==> src/rtl/pipe_hazard_ctrl.sv <==
// pipe_hazard_ctrl: five-stage pipeline stall/flush control for load-use hazards, taken branches and data-memory waits
module pipe_hazard_ctrl #(
  parameter int MEM_TIMEOUT = 16
) (
  input  logic        clk,
  input  logic        reset,
  input  logic [4:0]  id_rs1_i,
  input  logic [4:0]  id_rs2_i,
  input  logic [4:0]  id_ex_rd_i,
  input  logic        id_ex_mem_read_i,
  input  logic        ex_branch_taken_i,
  input  logic        dmem_req_i,
  input  logic        dmem_ready_i,
  output logic        pc_en_o,
  output logic        if_id_en_o,
  output logic        id_ex_en_o,
  output logic        ex_mem_en_o,
  output logic        if_id_flush_o,
  output logic        id_ex_flush_o,
  output logic        mem_wb_bubble_o,
  output logic        mem_err_o,
  output logic [15:0] stall_cycles_o,
  output logic [1:0]  state_o
);
  typedef enum logic [1:0] {RUN = 2'b00, MEM_WAIT = 2'b01, ERROR = 2'b10} state_e;
  state_e      state_q, state_d;
  logic [7:0]  wait_q, wait_d;
  logic        err_q, err_d;
  logic [15:0] stall_q, stall_d;
  logic        lu, mm, run, mwait, hold, dec, br, lus;
  // Hazard detection and the stage-control decode; a completing MEM_WAIT reuses the RUN decode so pending work is serviced immediately
  always_comb begin
    lu    = id_ex_mem_read_i & (id_ex_rd_i != 5'd0) & (id_ex_rd_i == id_rs1_i | id_ex_rd_i == id_rs2_i);
    mm    = dmem_req_i & ~dmem_ready_i;
    run   = state_q == RUN;
    mwait = state_q == MEM_WAIT;
    hold  = (run & mm) | (mwait & ~dmem_ready_i) | (state_q == ERROR);
    dec   = (run & ~mm) | (mwait & dmem_ready_i);
    br    = dec & ex_branch_taken_i;
    lus   = dec & ~ex_branch_taken_i & lu;
    pc_en_o         = ~hold & ~lus;
    if_id_en_o      = ~hold & ~lus;
    id_ex_en_o      = ~hold;
    ex_mem_en_o     = ~hold;
    if_id_flush_o   = br;
    id_ex_flush_o   = br | lus;
    mem_wb_bubble_o = hold;
    mem_err_o       = err_q;
    stall_cycles_o  = stall_q;
    state_o         = state_q;
  end
  // Next-state logic: ready beats timeout, ERROR is left only through reset
  always_comb begin
    state_d = state_q;
    wait_d  = wait_q;
    if (run && mm) begin
      state_d = MEM_WAIT;
      wait_d  = 8'd1;
    end else if (mwait) begin
      state_d = dmem_ready_i ? RUN : (wait_q == 8'(MEM_TIMEOUT)) ? ERROR : MEM_WAIT;
      wait_d  = dmem_ready_i ? 8'd0 : wait_q + 8'd1;
    end
    err_d   = err_q | (state_d == ERROR);
    stall_d = (!pc_en_o && stall_q != 16'hFFFF) ? stall_q + 16'd1 : stall_q;
  end
  // State, wait counter, sticky error and saturating stall counter
  always_ff @(posedge clk) begin
    if (reset) begin
      state_q <= RUN;
      wait_q  <= 8'd0;
      err_q   <= 1'b0;
      stall_q <= 16'd0;
    end else begin
      state_q <= state_d;
      wait_q  <= wait_d;
      err_q   <= err_d;
      stall_q <= stall_d;
    end
  end
endmodule

==> config.mk <==
export PLATFORM = sky130hd
export DESIGN_NAME = pipe_hazard_ctrl
export DESIGN_NICKNAME = d
export VERILOG_FILES = /design/src/rtl/pipe_hazard_ctrl.sv
export SDC_FILE = /design/constraint.sdc
export NUM_CORES = 1
export LEC_CHECK = 0
export ABC_AREA = 0
export BUFFER_PORTS_ARGS = -buffer_cell sky130_fd_sc_hd__clkbuf_2
export CORE_MARGIN = 2
export CORE_UTILIZATION = 30
export CTS_CLUSTER_SIZE = 30
export DETAILED_ROUTE_END_ITERATION = 12
export GPL_TIMING_DRIVEN = 1
export REMOVE_ABC_BUFFERS = 1
export SYNTH_ARGS = -nofsm -noshare
export SYNTH_HDL_FRONTEND = slang
export SYNTH_SLANG_ARGS = --single-unit
export TNS_END_PERCENT = 20
==> constraint.sdc <==
create_clock -name clk -period 4.65 [get_ports clk]
set_input_delay 0.2325 -clock clk [delete_from_list [all_inputs] [get_ports clk]]
set_output_delay 0.2325 -clock clk [all_outputs]
set_load 0.02 [all_outputs]
=== After elaboration in Yosys (flattened, before gate mapping) ===
Cells that the tools add are included.

* Register bits: 27
* Input bits: 21

* $add $sub $neg: 2
* Equality and inequality tests: 7
* Muxes and demuxes: 7
* Bitwise gates (word level): 22
* Reductions and logical operators: 7

{| class="wikitable"
|+ Operators with widths
! operator !! number
|-
| $add 16x1->16 const B || 1
|-
| $ne 16x16->1 const B || 1
|-
| $and 1x1->1 || 11
|-
| $eq 5x5->1 || 2
|-
| $add 8x1->8 const B || 1
|-
| $eq 8x5->1 const B || 1
|-
| $mux 2 || 4
|-
| $mux 8 || 1
|-
| $or 1x1->1 || 6
|-
| $not 1->1 || 5
|-
| $reduce_bool 5->1 || 1
|-
| $eq 2x2->1 const B || 2
|-
| $eq 2x1->1 const B || 1
|-
| $logic_and 1x1->1 || 2
|-
| $logic_not 2->1 || 1
|-
| $mux 1 || 2
|-
| $reduce_bool 2->1 || 1
|-
| $reduce_or 2->1 || 1
|-
| $logic_not 1->1 || 1
|}

=== Logic depth before layout (Yosys ltp) ===
* Word-level depth: 11
* Depth in mapped cells: 9
* Gate-level depth less buffers: 7

=== Least setup slack after synthesis ===
OpenSTA, ideal clock, no wires.

* Path kind: reg-to-reg
* From: reg stall_q[0] (netlist: stall_cycles_o[0])
* To: reg stall_q[1] (netlist: stall_cycles_o[1])
* Setup time: 0.128 ns
* Arrival: 1.938 ns
* Slack: 2.584 ns
* Cell stages (with the launch flop): 9
* Path buffers: 1
* Period minus slack after synthesis: 2.066 ns
* Cells stage by stage: dfxtp_1 ha_1 nand3_1 nor4_4 nor3_1 a21oi_2 buf_6 mux2i_1 nor2_1

* Cells in the longest elaborated chain, start to end: 2
* Elaborated cells on any way between the ends: 3
* Classes of those cells: 1 x add/sub; 1 x eq/ne; 1 x reduce/logical

{| class="wikitable"
|+ RTL lines
! item !! line !! source
|-
| start, declared || 29 || <nowiki>logic [15:0] stall_q, stall_d;</nowiki>
|-
| start signal, assigned || 77 || <nowiki>stall_q <= stall_d;</nowiki>
|-
| branches (longest 2 deep; another with $add 16x1->16) || n/a ||
|}

Parallel ways; which one is timed is not known.
A chain may end at the register's enable or synchronous reset.

=== Worst setup path after layout ===
Ends and elaborated chain as after synthesis.

==> run_results.csv <==
group,metric,value,unit
status,status,"completed",
cts,cts_tree,"built",
routing,via_per_inst,5.01,
synth,synthCells,187,
cts,cts_sinks,27,
timing,hold_viol_final,0,
power,p_seq_share,54.0,%
die,core.rowCount,26,
timing,slew_viol_final,0,
timing,worst_pin_slew,0.607,ns
worst_setup_path,required,4.81,ns
cts,cts_hold_buf,0,
synth,synth_edf_count,0,
worst_setup_path,cpMaxStageDelayCell,"a21oi_2",
cts,clk_pin_slew,0.09,ns
timing,setup_violations,0,
final_layout,fill_cells,544,
worst_setup_path,crit_type,"register to register",
final_layout,fin_util,37.5,%
placement,io_buffers,46,
timing,fin_skew,0.00391,ns
die,die_area,0.00592,mm^2
final_layout,diodes,0,
final_layout,nNetsFinal,256,
worst_setup_path,cp-startpoint,"stall_cycles_o[0]",
synth,synth_seq_area_share,33.9,%
global_route,gr-total-overflow,0,
routing,ant_nets,0,
synth,synthFlopType,"dfxtp_1",
synth,ys_ff_latch,27,
cts,h-tree-depth,1,
worst_setup_path,ff2ff_setup_slack,2.38,ns
cts,cts_made_buffers,3,
die,initial_core_util,31.2,%
worst_setup_path,crit_end,"stall_cycles_o[1]",
power,p_switching,0.118,mW
final_layout,fin_cells,301,
worst_setup_path,slowest_delay,0.51,ns
timing,fin_crit,2.27,ns
global_route,grt_pass1_vias,1328,
worst_setup_path,reg2reg_to,"stall_cycles_o[1]",
cts,cts_root_buffer,"clkbuf_8",
synth,synth.top_cell.area_share,33.9,%
routing,vias,1507,
timing,relSlewSlack,59.5,%
cts,post-cts-setup-buffer-count,0,
cts,cts-resized-gates,0,
die,fp.dieH,76.9,um
power,power.total,0.441,mW
die,die_x,76.9,um
cts,cts_buffer_depth,2,
run,drv_cap,0,
timing,tns,0,ns
synth,synth_most_common_cell,"dfxtp_1",
synth,synth_top_cell_by_area,"dfxtp_1",
synth,yosys-top-cells-area,"dfxtp_1 34%, xnor2_1 6.0%, nor2_1 4.9%, a21oi_1 4.4%, xor2_1 3.3%",
synth,syn-cell-area,0.00160,mm^2
routing,remaining_drc_errors,0,
worst_setup_path,worstSetupStartpointType,"register",
power,power_density,231,mW/mm^2
final_layout,syn_to_final_growth,19.9,%
worst_setup_path,r2r_cells,7,
timing,clock.fmax,0.441,GHz
power,p_leak,0.720,nW
worst_setup_path,crit_arrival,2.42,ns
final_layout,drive_gt1_share,26.8,%
cts,clk_latency,0.27,ns
routing,wirelength,3510,um
power,clockPowerShare,30.5,%
power,p_int,0.323,mW
power,switching_share,26.7,%
die,ioPinCount,47,
power,comb_power_share,15.4,%
global_route,antenna_found_initial,0,
worst_setup_path,endpoint_kind,"register",
placement,dp_hpwl,2750,um
power,vdd_ir_drop_max,0.0782,mV
timing,period_share,48.7,%
routing,drt_first_pass_iters,4,
worst_setup_path,path_cells,"ha_1 > nand3_1 > nor4_4 > nor3_1 > a21oi_2 > mux2i_1 > nor2_1",
synth,avgSynthCellArea,8.53,um^2
synth,synth.distinct_cells,44,
global_route,grt_usage,12.3,%
routing,wl_per_cell,11.7,um
worst_setup_path,r2r_start,"stall_cycles_o[0]",
routing,drtIter0Drc,46,
die,core_area,0.00511,mm^2
hold_path,hp-class,"input pin to register",
synth,synthArstFlopShare,0,%
synth,synthTopCellsByCount,"27 x dfxtp_1, 21 x nor2_1, 14 x a21oi_1, 12 x nand2_1, 11 x xnor2_1",
global_route,grt_pass1_wl,6030,um
worst_setup_path,crit_fanout,16,
timing,rsz0062_at_grt,"false",
global_route,grt_max_degree,23,
placement,place_congestion,0.784,
synth,yosysWarnings,0,
placement,dp_cells,297,
[worst max-delay path, delay by kind of cell, from the launching register on]
| family | cells | cell delay [ns] |
|---|---|---|
| AOI/OAI and AO/OA | 1 | 0.51 |
| DFF | 1 | 0.42 |
| adders and majority gates | 1 | 0.21 |
| muxes | 1 | 0.25 |
| and+or+nand+nor | 4 | 0.77 |
[power groups by stage]
stage / Sequential, mW / Clock, mW / Combinational, mW
after floorplan: 0.246 / 0 / 0.0393
after global routing: 0.240 / 0.150 / 0.0757
final: 0.239 / 0.135 / 0.0682
after global placement: 0.244 / 0 / 0.0683
after CTS: 0.239 / 0.140 / 0.0692
after detailed placement: 0.244 / 0 / 0.0690
[cell type report]
class | count | area, um^2 | share of cell area [%]
flip-flops and latches | 27 | 541 | 28.3
multi-input cells | 146 | 980 | 51.2
inverters | 8 | 30.0 | 1.57
well taps | 70 | 87.6 | 4.58
clock buffers | 4 | 45.0 | 2.35
repair buffers | 46 | 230 | 12.0
[per-stage QoR]
step           setup slack (ns)  area [um^2]  hold WS, ns
3_3_place_gp               2.47         1870        0.459
6_report                   2.38         1910        0.302
4_1_cts                    2.38         1910        0.293
5_1_grt                    2.12         1910        0.317
2_1_floorplan              2.51         1550        0.302
3_5_place_dp               2.40         1870        0.477
[flip-flops by register name, summed over array words and instances, names as in the netlist]
register	cells
state_o	2
wait_q	8
mem_err_o	1
stall_cycles_o	16
[placed cells by master, fill, tap and decap left out, drive strengths merged, types with 3 or more instances in the layout]
cell,netlist,layout
a21oi,17,17
and3,3,3
and4,3,3
clkbuf,2,50
dfxtp,27,27
ha,3,3
inv,8,8
nand2,12,12
nand3,11,11
nand4,6,6
nor2,22,22
nor3,5,5
o21ai,7,7
o31ai,6,6
or3,7,7
or4,7,7
xnor2,11,11
xor2,6,6
[worst min path at each step]
stage | to | cells past startpoint | slack [ns] | from
global placement | mem_err_o | 2 | 0.46 | mem_err_o
global route | state_o[0] | 3 | 0.32 | dmem_ready_i
floorplan | stall_cycles_o[10] | 1 | 0.30 | reset
detailed placement | mem_err_o | 2 | 0.48 | mem_err_o
CTS | state_o[0] | 3 | 0.29 | dmem_ready_i
finish | state_o[0] | 3 | 0.30 | dmem_ready_i
[cells by family (layout without fill, tap and decap cells)]
logic type / after synthesis / after routing / synth area share, %
flops: 27 / 27 / 33.9
fa+ha+maj: 3 / 3 / 2.35
compound gates: 41 / 41 / 18.7
xor+xnor: 17 / 17 / 9.33
buf+inv: 14 / 58 / 4.71
simple gates: 84 / 84 / 30.4
mux: 1 / 1 / 0.627
[routing by layer]
| metal | part of all wire, % | track usage (%) |
|---|---|---|
| met4 | 1.7 | 4.91 |
| met2 | 46 | 19.4 |
| met5 | 0 | 0 |
| met3 | 4.7 | 2.35 |
| met1 | 48 | 16.5 |
(Power assumes the default switching activity.)
